[config.mk]
export PLATFORM = sky130hd
export DESIGN_NAME = mul_ctrl
export DESIGN_NICKNAME = d
export VERILOG_FILES = /design/src/rtl/mul_ctrl_pkg.sv /design/src/rtl/mul_ctrl_multiplier.sv /design/src/rtl/mul_ctrl.sv
export SDC_FILE = /design/constraint.sdc
export NUM_CORES = 1
export LEC_CHECK = 0
export CORE_ASPECT_RATIO = 0.8
export CORE_MARGIN = 2
export CORE_UTILIZATION = 33
export CTS_BUF_LIST = sky130_fd_sc_hd__clkbuf_4 sky130_fd_sc_hd__clkbuf_8 sky130_fd_sc_hd__clkbuf_16
export DETAILED_ROUTE_END_ITERATION = 10
export DONT_BUFFER_PORTS = 1
export GPL_TIMING_DRIVEN = 0
export PLACE_DENSITY_LB_ADDON = 0.12
export SETUP_SLACK_MARGIN = 0.02
export SYNTH_ARGS = -nofsm -noshare
export SYNTH_HDL_FRONTEND = slang
export SYNTH_SLANG_ARGS = --single-unit
[constraint.sdc]
create_clock -name clk -period 3.8 [get_ports clk]
set_clock_uncertainty 0.2 [all_clocks]
set_input_delay 1.14 -clock clk [delete_from_list [all_inputs] [get_ports clk]]
set_output_delay 1.14 -clock clk [all_outputs]
set_load 0.01 [all_outputs]
[src/rtl/mul_ctrl_pkg.sv]
// Shared M-extension definitions: op encodings, controller states, iteration count.
package mul_ctrl_pkg;

    localparam int MUL_ITER = 32;

    typedef enum logic [1:0] {
        MUL_OP    = 2'b00,
        MULH_OP   = 2'b01,
        MULHSU_OP = 2'b10,
        MULHU_OP  = 2'b11
    } mul_op_e;

    typedef enum logic [2:0] {
        IDLE,
        START,
        BUSY,
        DONE,
        DRAIN
    } mul_state_e;

    // Two's-complement magnitude; 0x80000000 maps to itself, which is the
    // correct unsigned magnitude.
    function automatic logic [31:0] mag32(input logic [31:0] v, input logic s);
        return s ? (~v + 32'd1) : v;
    endfunction

endpackage

[src/rtl/mul_ctrl_multiplier.sv]
// Unsigned 32x32 shift-add multiplier, one partial product per cycle.
// stallreq is high while iterating; result is valid once it drops.
module multiplier
    import mul_ctrl_pkg::*;
(
    input  logic        clk,
    input  logic        rst_n,
    input  logic        in_valid,
    input  logic [31:0] a,
    input  logic [31:0] b,
    output logic        stallreq,
    output logic [31:0] result_h,
    output logic [31:0] result_l
);

    logic [63:0] prod_q;
    logic [31:0] mcand_q;
    logic [5:0]  cnt_q;
    logic        run_q;
    logic [32:0] sum;

    // Add multiplicand into the high half when the current multiplier bit is set.
    always_comb begin
        sum = {1'b0, prod_q[63:32]} + (prod_q[0] ? {1'b0, mcand_q} : 33'd0);
    end

    // Load on in_valid, then shift-add until the iteration count expires.
    always_ff @(posedge clk) begin
        if (!rst_n) begin
            prod_q  <= '0;
            mcand_q <= '0;
            cnt_q   <= '0;
            run_q   <= 1'b0;
        end else if (in_valid) begin
            prod_q  <= {32'd0, b};
            mcand_q <= a;
            cnt_q   <= 6'(MUL_ITER);
            run_q   <= 1'b1;
        end else if (run_q) begin
            prod_q <= {sum, prod_q[31:1]};
            cnt_q  <= cnt_q - 6'd1;
            if (cnt_q == 6'd1) run_q <= 1'b0;
        end
    end

    assign stallreq = run_q;
    assign result_h = prod_q[63:32];
    assign result_l = prod_q[31:0];

endmodule

[src/rtl/mul_ctrl.sv]
// M-extension multiply sequencer: sign handling around the unsigned
// multiplier, result selection, and a one-entry product reuse buffer.
module mul_ctrl
    import mul_ctrl_pkg::*;
#(
    parameter int TAG_W    = 5,
    parameter int REUSE_EN = 1
) (
    input  logic             clk,
    input  logic             rst_n,
    input  logic             req_valid,
    output logic             req_ready,
    input  logic [1:0]       req_op,
    input  logic [31:0]      req_a,
    input  logic [31:0]      req_b,
    input  logic [TAG_W-1:0] req_tag,
    input  logic             flush,
    output logic             resp_valid,
    input  logic             resp_ready,
    output logic [31:0]      resp_data,
    output logic [TAG_W-1:0] resp_tag,
    output logic             busy
);

    mul_state_e       state_q, state_d;
    mul_op_e          op_q, buf_op_q;
    logic [TAG_W-1:0] tag_q, resp_tag_q;
    logic [31:0]      a_q, b_q, resp_data_q;
    logic             sa_q, sb_q;
    logic             buf_vld_q;
    logic [31:0]      buf_a_q, buf_b_q;
    logic [63:0]      buf_p_q;

    logic        accept, hit, complete, abort;
    logic        sa_in, sb_in;
    logic        m_stall;
    logic [31:0] m_res_h, m_res_l;
    logic [63:0] prod, p_corr;
    logic [31:0] sel_word, hit_word;

    assign req_ready = (state_q == IDLE) & ~flush;
    assign accept    = req_valid & req_ready;
    assign sa_in     = (req_op != MULHU_OP) & req_a[31];
    assign sb_in     = ((req_op == MUL_OP) | (req_op == MULH_OP)) & req_b[31];
    assign complete  = (state_q == BUSY) & ~flush & ~m_stall;
    assign abort     = flush & ((state_q == START) | (state_q == BUSY));

    // Reuse lookup; a MUL hits on any stored op since the low word ignores signedness.
    always_comb begin
        hit = (REUSE_EN != 0) & buf_vld_q & (req_a == buf_a_q) & (req_b == buf_b_q) &
              ((req_op == buf_op_q) | (req_op == MUL_OP));
        hit_word = (req_op == MUL_OP) ? buf_p_q[31:0] : buf_p_q[63:32];
    end

    // Sign-correct the raw product and pick the word the op asks for.
    always_comb begin
        prod     = {m_res_h, m_res_l};
        p_corr   = (sa_q ^ sb_q) ? (~prod + 64'd1) : prod;
        sel_word = (op_q == MUL_OP) ? p_corr[31:0] : p_corr[63:32];
    end

    multiplier u_mul (
        .clk      (clk),
        .rst_n    (rst_n),
        .in_valid (state_q == START),
        .a        (mag32(a_q, sa_q)),
        .b        (mag32(b_q, sb_q)),
        .stallreq (m_stall),
        .result_h (m_res_h),
        .result_l (m_res_l)
    );

    // Next-state logic; flush wins over every other transition.
    always_comb begin
        state_d = state_q;
        case (state_q)
            IDLE:    if (accept) state_d = hit ? DONE : START;
            START:   state_d = flush ? DRAIN : BUSY;
            BUSY:    if (flush) state_d = DRAIN;
                     else if (!m_stall) state_d = DONE;
            DONE:    if (flush || resp_ready) state_d = IDLE;
            DRAIN:   if (!m_stall) state_d = IDLE;
            default: state_d = IDLE;
        endcase
    end

    // State register.
    always_ff @(posedge clk) begin
        if (!rst_n) state_q <= IDLE;
        else        state_q <= state_d;
    end

    // Request capture, response registers and reuse buffer.
    always_ff @(posedge clk) begin
        if (!rst_n) begin
            op_q        <= MUL_OP;
            tag_q       <= '0;
            a_q         <= '0;
            b_q         <= '0;
            sa_q        <= 1'b0;
            sb_q        <= 1'b0;
            resp_data_q <= '0;
            resp_tag_q  <= '0;
            buf_vld_q   <= 1'b0;
            buf_a_q     <= '0;
            buf_b_q     <= '0;
            buf_op_q    <= MUL_OP;
            buf_p_q     <= '0;
        end else begin
            if (accept) begin
                op_q  <= mul_op_e'(req_op);
                tag_q <= req_tag;
                a_q   <= req_a;
                b_q   <= req_b;
                sa_q  <= sa_in;
                sb_q  <= sb_in;
                if (hit) begin
                    resp_data_q <= hit_word;
                    resp_tag_q  <= req_tag;
                end
            end
            if (complete) begin
                resp_data_q <= sel_word;
                resp_tag_q  <= tag_q;
                buf_vld_q   <= 1'b1;
                buf_a_q     <= a_q;
                buf_b_q     <= b_q;
                buf_op_q    <= op_q;
                buf_p_q     <= p_corr;
            end
            if (abort) buf_vld_q <= 1'b0;
        end
    end

    assign resp_valid = (state_q == DONE);
    assign resp_data  = resp_data_q;
    assign resp_tag   = resp_tag_q;
    assign busy       = (state_q != IDLE);

endmodule
==> summary.md, run 1 <==
| Metric | Value |
|---|---|
| Final Max Slew Viols | `0` |
| LEAKAGE | `roughly 7.6 nW` |
| Syn_area_per_cell | `between 7 and 8 µm²` |
| Delay of the slowest cell on the worst path | `around 0.47 ns` |
| Global Route Usage Sum | `between 20% and 30%` |
| Initial Util | `~33%` |
| Setup crit start kind | `input port` |
| Layout Nets | `2538` |
| Post-synth EDFFs | `0` |
| Placed insts | `between 3000 and 4000` |
| Status | `complete, no violations` |
| Buffer and inverter count on the worst path | `2` |
| Final core occ | `between 30% and 40%` |
| Rows | `78` |
| DR WL/cell | `approximately 24 µm` |
| FILL cells | `slightly below 6000` |
| Worst skew pair latency | `0.59 ns` |
| I/O Pins | `116` |
| Minimum clock period | `around 3.7 ns` |
| Final Non-Filler Cells | `between 3000 and 4000` |
| Fin. Hold Viols | `0` |
| TritonCTS clock tree | `done` |
| Top-area cell type share of the netlist area | `a little under two fifths` |
| Worst slew pin tran | `about 1.1 ns` |
| Post-synthesis cell type count | `slightly above 70` |
| Placed Area | `19800 µm²` |
| DPL Wire Length | `59.1 mm` |
| Most used DFF post-synth | `dfxtp_1` |
| Post-route DRC | `0` |
| Most Frequent Cell on Critical Path | `nand4_1` |
| Die ar. | `59000 µm²` |
| Die height | `between 200 and 250 µm` |
| Worst reg-to-reg path cell count | `9` |
| TritonCTS Buffers | `between 40 and 50` |
| Worst path arrival time | `between 3 and 4 ns` |
| Synth area leader | `dfxtp_1` |
| Power Total | `~15 mW` |
| Max-cap violations | `0` |
| Worst VDD drop | `slightly below 300 µV` |
| Seq/Total Area, Yosys | `36.9%` |
| Starting DRT DRC Count | `about 1600` |
| Synthesized cell area | `between 15000 and 20000 µm²` |
| WL final | `between 70 and 80 mm` |
| Critical Path RT | `between 4 and 5 ns` |
| Core area | `about 57000 µm²` |
| Design Area, Final | `approximately 21000 µm²` |
| Largest net degree at the start of global routing | `19` |
| Area grow syn2layout | `13.9%` |
| Via-per-instance ratio | `roughly 5.5` |
| Vias in the first global route | `between 15000 and 20000` |
| Global-route wire length before repair | `112 mm` |
| Port buffer count | `0` |
| Hold Path End | `tag_q[2]` |
| Most common cell after layout, fill and taps aside | `nand2_1` |
| Layout cells sized above 1 | `under 10%` |
| Post-CTS Hold Buffers | `0` |
| Synthesized Nets | `approximately 2500` |
| Dominant cells by area after synthesis | `dfxtp_1, nand2_1, a21oi_1` |
| Ys async rst share | `0%` |
| Slew margin rel. | `a little under a quarter` |
| Crit-path max FO | `10` |
| Final Cycle Share | `a little over nine tenths` |
| Pwr dens | `about 680 nW/µm²` |
| Critical path startpoint | `req_b[4]` |
| Iteration count of the initial detailed-routing pass | `6` |
| Syn Inst Count | `approximately 2400` |
| Slowest CP cell | `nor3_4` |
| Setup-failing EPs final | `0` |
| Hold Path Cell Cnt | `2` |
| Antenna violations before repair | `1` |
| Worst-path cell chain | `xnor2_1, nand4_1, nor4_1, nand4_1, nor3_4, clkbuf_2, buf_2, a21oi_1, o221a_2` |
| DRT antenna net count | `0` |
| Clk sinks | `around 350` |
| CP Class | `in -> reg` |
| Count of state elements after synthesis | `about 350` |
| CP top delay family | `simple AND/OR/NAND/NOR gates` |
| RSZ-0062 raised after global routing | `false` |
| Peak Freq | `270 MHz` |
| HP Class | `reg -> reg` |
| Htree depth | `2` |
| Flop2flop setup slack | `between 0.15 and 0.2 ns` |
| Die X-Extent | `around 270 µm` |
| Root Driver | `clkbuf_16` |
| Worst reg2reg path startpoint | `u_mul.prod_q[41]` |
| Final Wtd Congestion | `approximately 0.93` |
| Clk slew on worst S/H paths | `0.05 ns` |
| Commonest non-fill, non-tap cells in the layout | `nand2_1, dfxtp_1, a21oi_1` |
| Synth warn | `0` |
| Clk buf depth | `3` |
| Hold Path Origin | `tag_q[2]` |
| Endpoint class of the critical path | `register` |
| GRT Residual Overflow | `0` |
| Total number of vias | `approximately 18000` |
| Worst R2R End | `resp_data[25]` |
==> worst max-delay path by stage <==
stage,to,depth (start not counted)
2_1_floorplan,u_mul.prod_q[59],12
3_3_place_gp,resp_data[24],6
3_5_place_dp,resp_data[11],9
4_1_cts,resp_data[25],9
5_1_grt,u_mul.prod_q[60],11
6_report,resp_data[11],9
==> kinds of logic after synthesis <==
kind of cell	Yosys count	synth area share, %
buffers and inverters	196	3.96
muxes	75	4.05
xor gates and xnor gates	195	9.07
DFF	347	36.9
adders and majority gates	38	2.57
and+or+nand+nor	900	22.3
AOI/OAI and AO/OA	625	21.2
==> synthesized netlist by cell type, types with 27 or more instances <==
| library cell | number |
|---|---|
| and2_1 | 34 |
| clkbuf_1 | 154 |
| nor2_1 | 183 |
| xor2_1 | 95 |
| ha_1 | 37 |
| inv_1 | 29 |
| dfxtp_1 | 347 |
| nor4_1 | 27 |
| xnor2_1 | 100 |
| o21ai_0 | 105 |
| mux2i_1 | 66 |
| o31ai_1 | 27 |
| a21oi_1 | 253 |
| nor3_1 | 61 |
| nand2b_1 | 35 |
| nand2_1 | 379 |
| a211oi_1 | 82 |
| nand4_1 | 30 |
| nand3_1 | 50 |
==> what timing repair did <==
action	in CTS	in global routing
pin swaps	2	3
setup endpoints to repair	51	92
buffers inserted	2	3
gates resized for setup	11	34
==> sequential cells by signal, indices dropped and copies added, names as in the netlist <==
name and cells:
buf_b_q 32, u_mul.stallreq 1, a_q 32, u_mul.mcand_q 32, buf_op_q 2, resp_tag 5
op_q 2, tag_q 5, resp_data 32, sa_q 1, b_q 32, buf_a_q 32
u_mul.cnt_q 6, u_mul.prod_q 64, buf_vld_q 1, buf_p_q 64, state_q 3, sb_q 1
==> area by class of cell <==
type | count | area, µm² | share of cell area, %
multi-input cells | 1833 | 11200 | 52.3
flip-flops and latches | 347 | 6950 | 32.4
inverters | 30 | 113 | 0.525
clock inverters | 14 | 216 | 1.01
well taps | 760 | 951 | 4.43
plain buffers | 163 | 649 | 3.03
repair buffers | 7 | 68.8 | 0.321
diodes | 1 | 2.50 | 0.0117
clock buffers | 61 | 1280 | 5.97
==> layer usage <==
| layer | share of wire, % | wire (µm) | GRT usage (%) |
|---|---|---|---|
| met5 | 0 | 0 | 0 |
| met4 | 2.5 | 1930 | 7.16 |
| met2 | 43 | 33000 | 39.2 |
| met3 | 8.1 | 6210 | 4.94 |
| met1 | 46 | 35100 | 35.6 |
==> per-stage QoR <==
step / setup WS (ns) / setup TNS [ns] / hold slack, ns
finish: 0.0897 / 0 / 0.252
global route: 0.0203 / 0 / 0.282
CTS: 0.0244 / 0 / 0.252
detailed placement: -1.62 / -94.30 / 0.239
global placement: -1.65 / -239.18 / 0.229
floorplan: 0.465 / 0 / 0.217
==> worst reg2reg max path, cell delays in order, from the launching register on <==
cell	delay, ns
dfxtp_1	0.32
clkbuf_1	0.26
or3_1	0.43
or4_4	0.51
or4b_4	0.53
buf_6	0.17
o31ai_1	0.28
xor2_1	0.20
a22o_1	0.24
a2111oi_2	0.37
==> power breakdown <==
group          switching, mW  leakage, nW  internal (mW)
sequential             0.633         2.81           4.22
combinational           3.56         3.99           1.71
clock                   1.74        0.750           2.68
total                   5.93         7.55           8.61
Note: power is estimated with default switching activity, not from simulation.
==> run 2, diff against run 1 <==
==> constraint.sdc (replaced) <==
create_clock -name clk -period 4.4 [get_ports clk]
set_clock_uncertainty 0.2 [all_clocks]
set_input_delay 0.88 -clock clk [delete_from_list [all_inputs] [get_ports clk]]
set_output_delay 0.88 -clock clk [all_outputs]
set_load 0.01 [all_outputs]
==> summary.md, run 2 (synthesis gave the netlist of run 1 again) <==
| Metric | Value |
|---|---|
| Die X-Extent | `between 200 and 300 µm` |
| Most Frequent Cell on Critical Path | `nand4_1` |
| Pre-CTS WS | `-0.761 ns` |
| Pwr dens | `584 nW/µm²` |
| Final Wtd Congestion | `0.933` |
| Die ar. | `roughly 59000 µm²` |
| I/O Pins | `approximately 120` |
| Root Driver | `clkbuf_16` |
| Rows | `78` |
| Fin. Hold Viols | `0` |
| Total number of vias | `between 15000 and 20000` |
| Fin worst setup slack | `approximately 0.044 ns` |
| Endpoint class of the critical path | `register` |
| Largest net degree at the start of global routing | `13` |
| HP Class | `in -> reg` |
| GRT Residual Overflow | `0` |
| Commonest non-fill, non-tap cells in the layout | `nand2_1, dfxtp_1, a21oi_1` |
| Port buffer count | `0` |
| Register area | `6950 µm²` |
| Hold Path Cell Cnt | `2` |
| Worst skew pair latency | `0.59 ns` |
| FILL cells | `5882` |
| Slew margin rel. | `23.0%` |
| Layout cells sized above 1 | `between 4 and 5%` |
| RSZ-0062 raised after global routing | `false` |
| Global Route Usage Sum | `25.3%` |
| DR WL/cell | `between 20 and 25 µm` |
| Via-per-instance ratio | `5.54` |
| Post-route DRC | `0` |
| Initial Util | `33.3%` |
| Final Max Slew Viols | `0` |
| Biggest regs | `buf_p_q (64), u_mul.prod_q (64)` |
| Slowest CP cell | `nor3_2` |
| Delay of the slowest cell on the worst path | `roughly 0.66 ns` |
| Post-CTS Hold Buffers | `0` |
| Critical Path RT | `around 4.7 ns` |
| Antenna violations before repair | `1` |
| Crit-path max FO | `10` |
| Minimum clock period | `4.36 ns` |
| Global-route wire length before repair | `112 mm` |
| Worst VDD drop | `between 200 and 300 µV` |
| Final Cycle Share | `around 99%` |
| WL final | `between 70 and 80 mm` |
| DRT antenna net count | `0` |
| LEAKAGE | `approximately 7.4 nW` |
| Worst slew pin tran | `between 1 and 1.5 ns` |
| Die height | `~220 µm` |
| Worst path arrival time | `~4.6 ns` |
| Worst reg-to-reg path cell count | `9` |
| Max-cap violations | `0` |
| TritonCTS clock tree | `done` |
| Peak Freq | `230 MHz` |
| Clk buf depth | `3` |
| Most common cell after layout, fill and taps aside | `nand2_1` |
| Clk slew on worst S/H paths | `about 0.06 ns` |
| Layout Nets | `between 2000 and 3000` |
| TritonCTS Buffers | `42` |
| Area grow syn2layout | `13.3%` |
| Starting DRT DRC Count | `roughly 1500` |
| Setup crit start kind | `register` |
| CP Class | `reg -> reg` |
| Final core occ | `between 30 and 40%` |
| Status | `complete, no violations` |
| Vias in the first global route | `~17000` |
| Area of the multi-input gates | `11200 µm²` |
| DPL Wire Length | `roughly 60 mm` |
| Ant diodes | `0` |
| Setup-failing EPs final | `0` |
| Core area | `56500 µm²` |
| Htree depth | `2` |
| Iteration count of the initial detailed-routing pass | `6` |
| Worst-path cell chain | `xnor2_1, nand4_1, nor4_1, nand4_1, nor3_2, clkbuf_1, buf_1, nand3_1, o2111a_1` |
| Clk sinks | `347` |
==> run 2: cell types whose count changed in the layout (fill, tap and decap cells not counted), sizes merged <==
cell and change:
clkdlybuf4s15 -1, diode -1, clkbuf +4, buf -4
==> run 2: layer usage <==
| layer | global-route usage (%) | routed length (µm) |
|---|---|---|
| met4 | 7.07 | 1950 |
| met2 | 39.4 | 32800 |
| met1 | 35.8 | 35600 |
| met3 | 4.68 | 5850 |
| met5 | 0 | 0 |
==> run 2: layout make-up <==
class,instances,area share (%)
plain buffers,166,2.97
flip-flops and latches,347,32.6
repair buffers,3,0.182
multi-input cells,1833,52.3
inverters,30,0.528
well taps,760,4.46
clock inverters,14,1.01
clock buffers,61,6.00
==> run 2: power breakdown <==
part           switching [mW]  internal (mW)  leakage (nW)
Clock                    1.50           2.32         0.750
Sequential              0.533           3.64          2.81
Combinational            3.06           1.41          3.88
Total                    5.09           7.37          7.45
==> run 2: through the flow <==
stage	cells	TNS (ns)	power [mW]	hold slack [ns]	instance area [µm²]
after floorplan	2376	0	7.10	0.217	18800
after global routing	3214	0	13.1	0.200	21300
after detailed placement	3138	-13.05	8.63	0.239	19800
after global placement	3136	-86.99	8.55	0.229	19800
final	3214	0	12.5	0.222	21300
after CTS	3213	0	12.4	0.190	21300
==> run 2: path summary, 6_finish.rpt <==
path	startpoint	endpoint	slack [ns]
max	buf_a_q[19]	resp_data[6]	0.04
min	req_a[3]	a_q[3]	0.22
max reg2reg	buf_a_q[19]	resp_data[6]	0.04
min reg2reg	tag_q[2]	tag_q[2]	0.25
==> run 2: critical path, delay by kind of cell (launching register included) <==
family	cells	cell delay (ns)
buf+inv	2	1.15
compound gates	1	0.17
xor+xnor	1	0.33
simple gates	5	2.05
flops	1	0.32
==> run 2: what timing repair did <==
action / in CTS / in global routing
gates resized for setup: 1 / 0
pin swaps: 0 / 1
setup endpoints to repair: 10 / 1
buffers inserted: 0 / 1
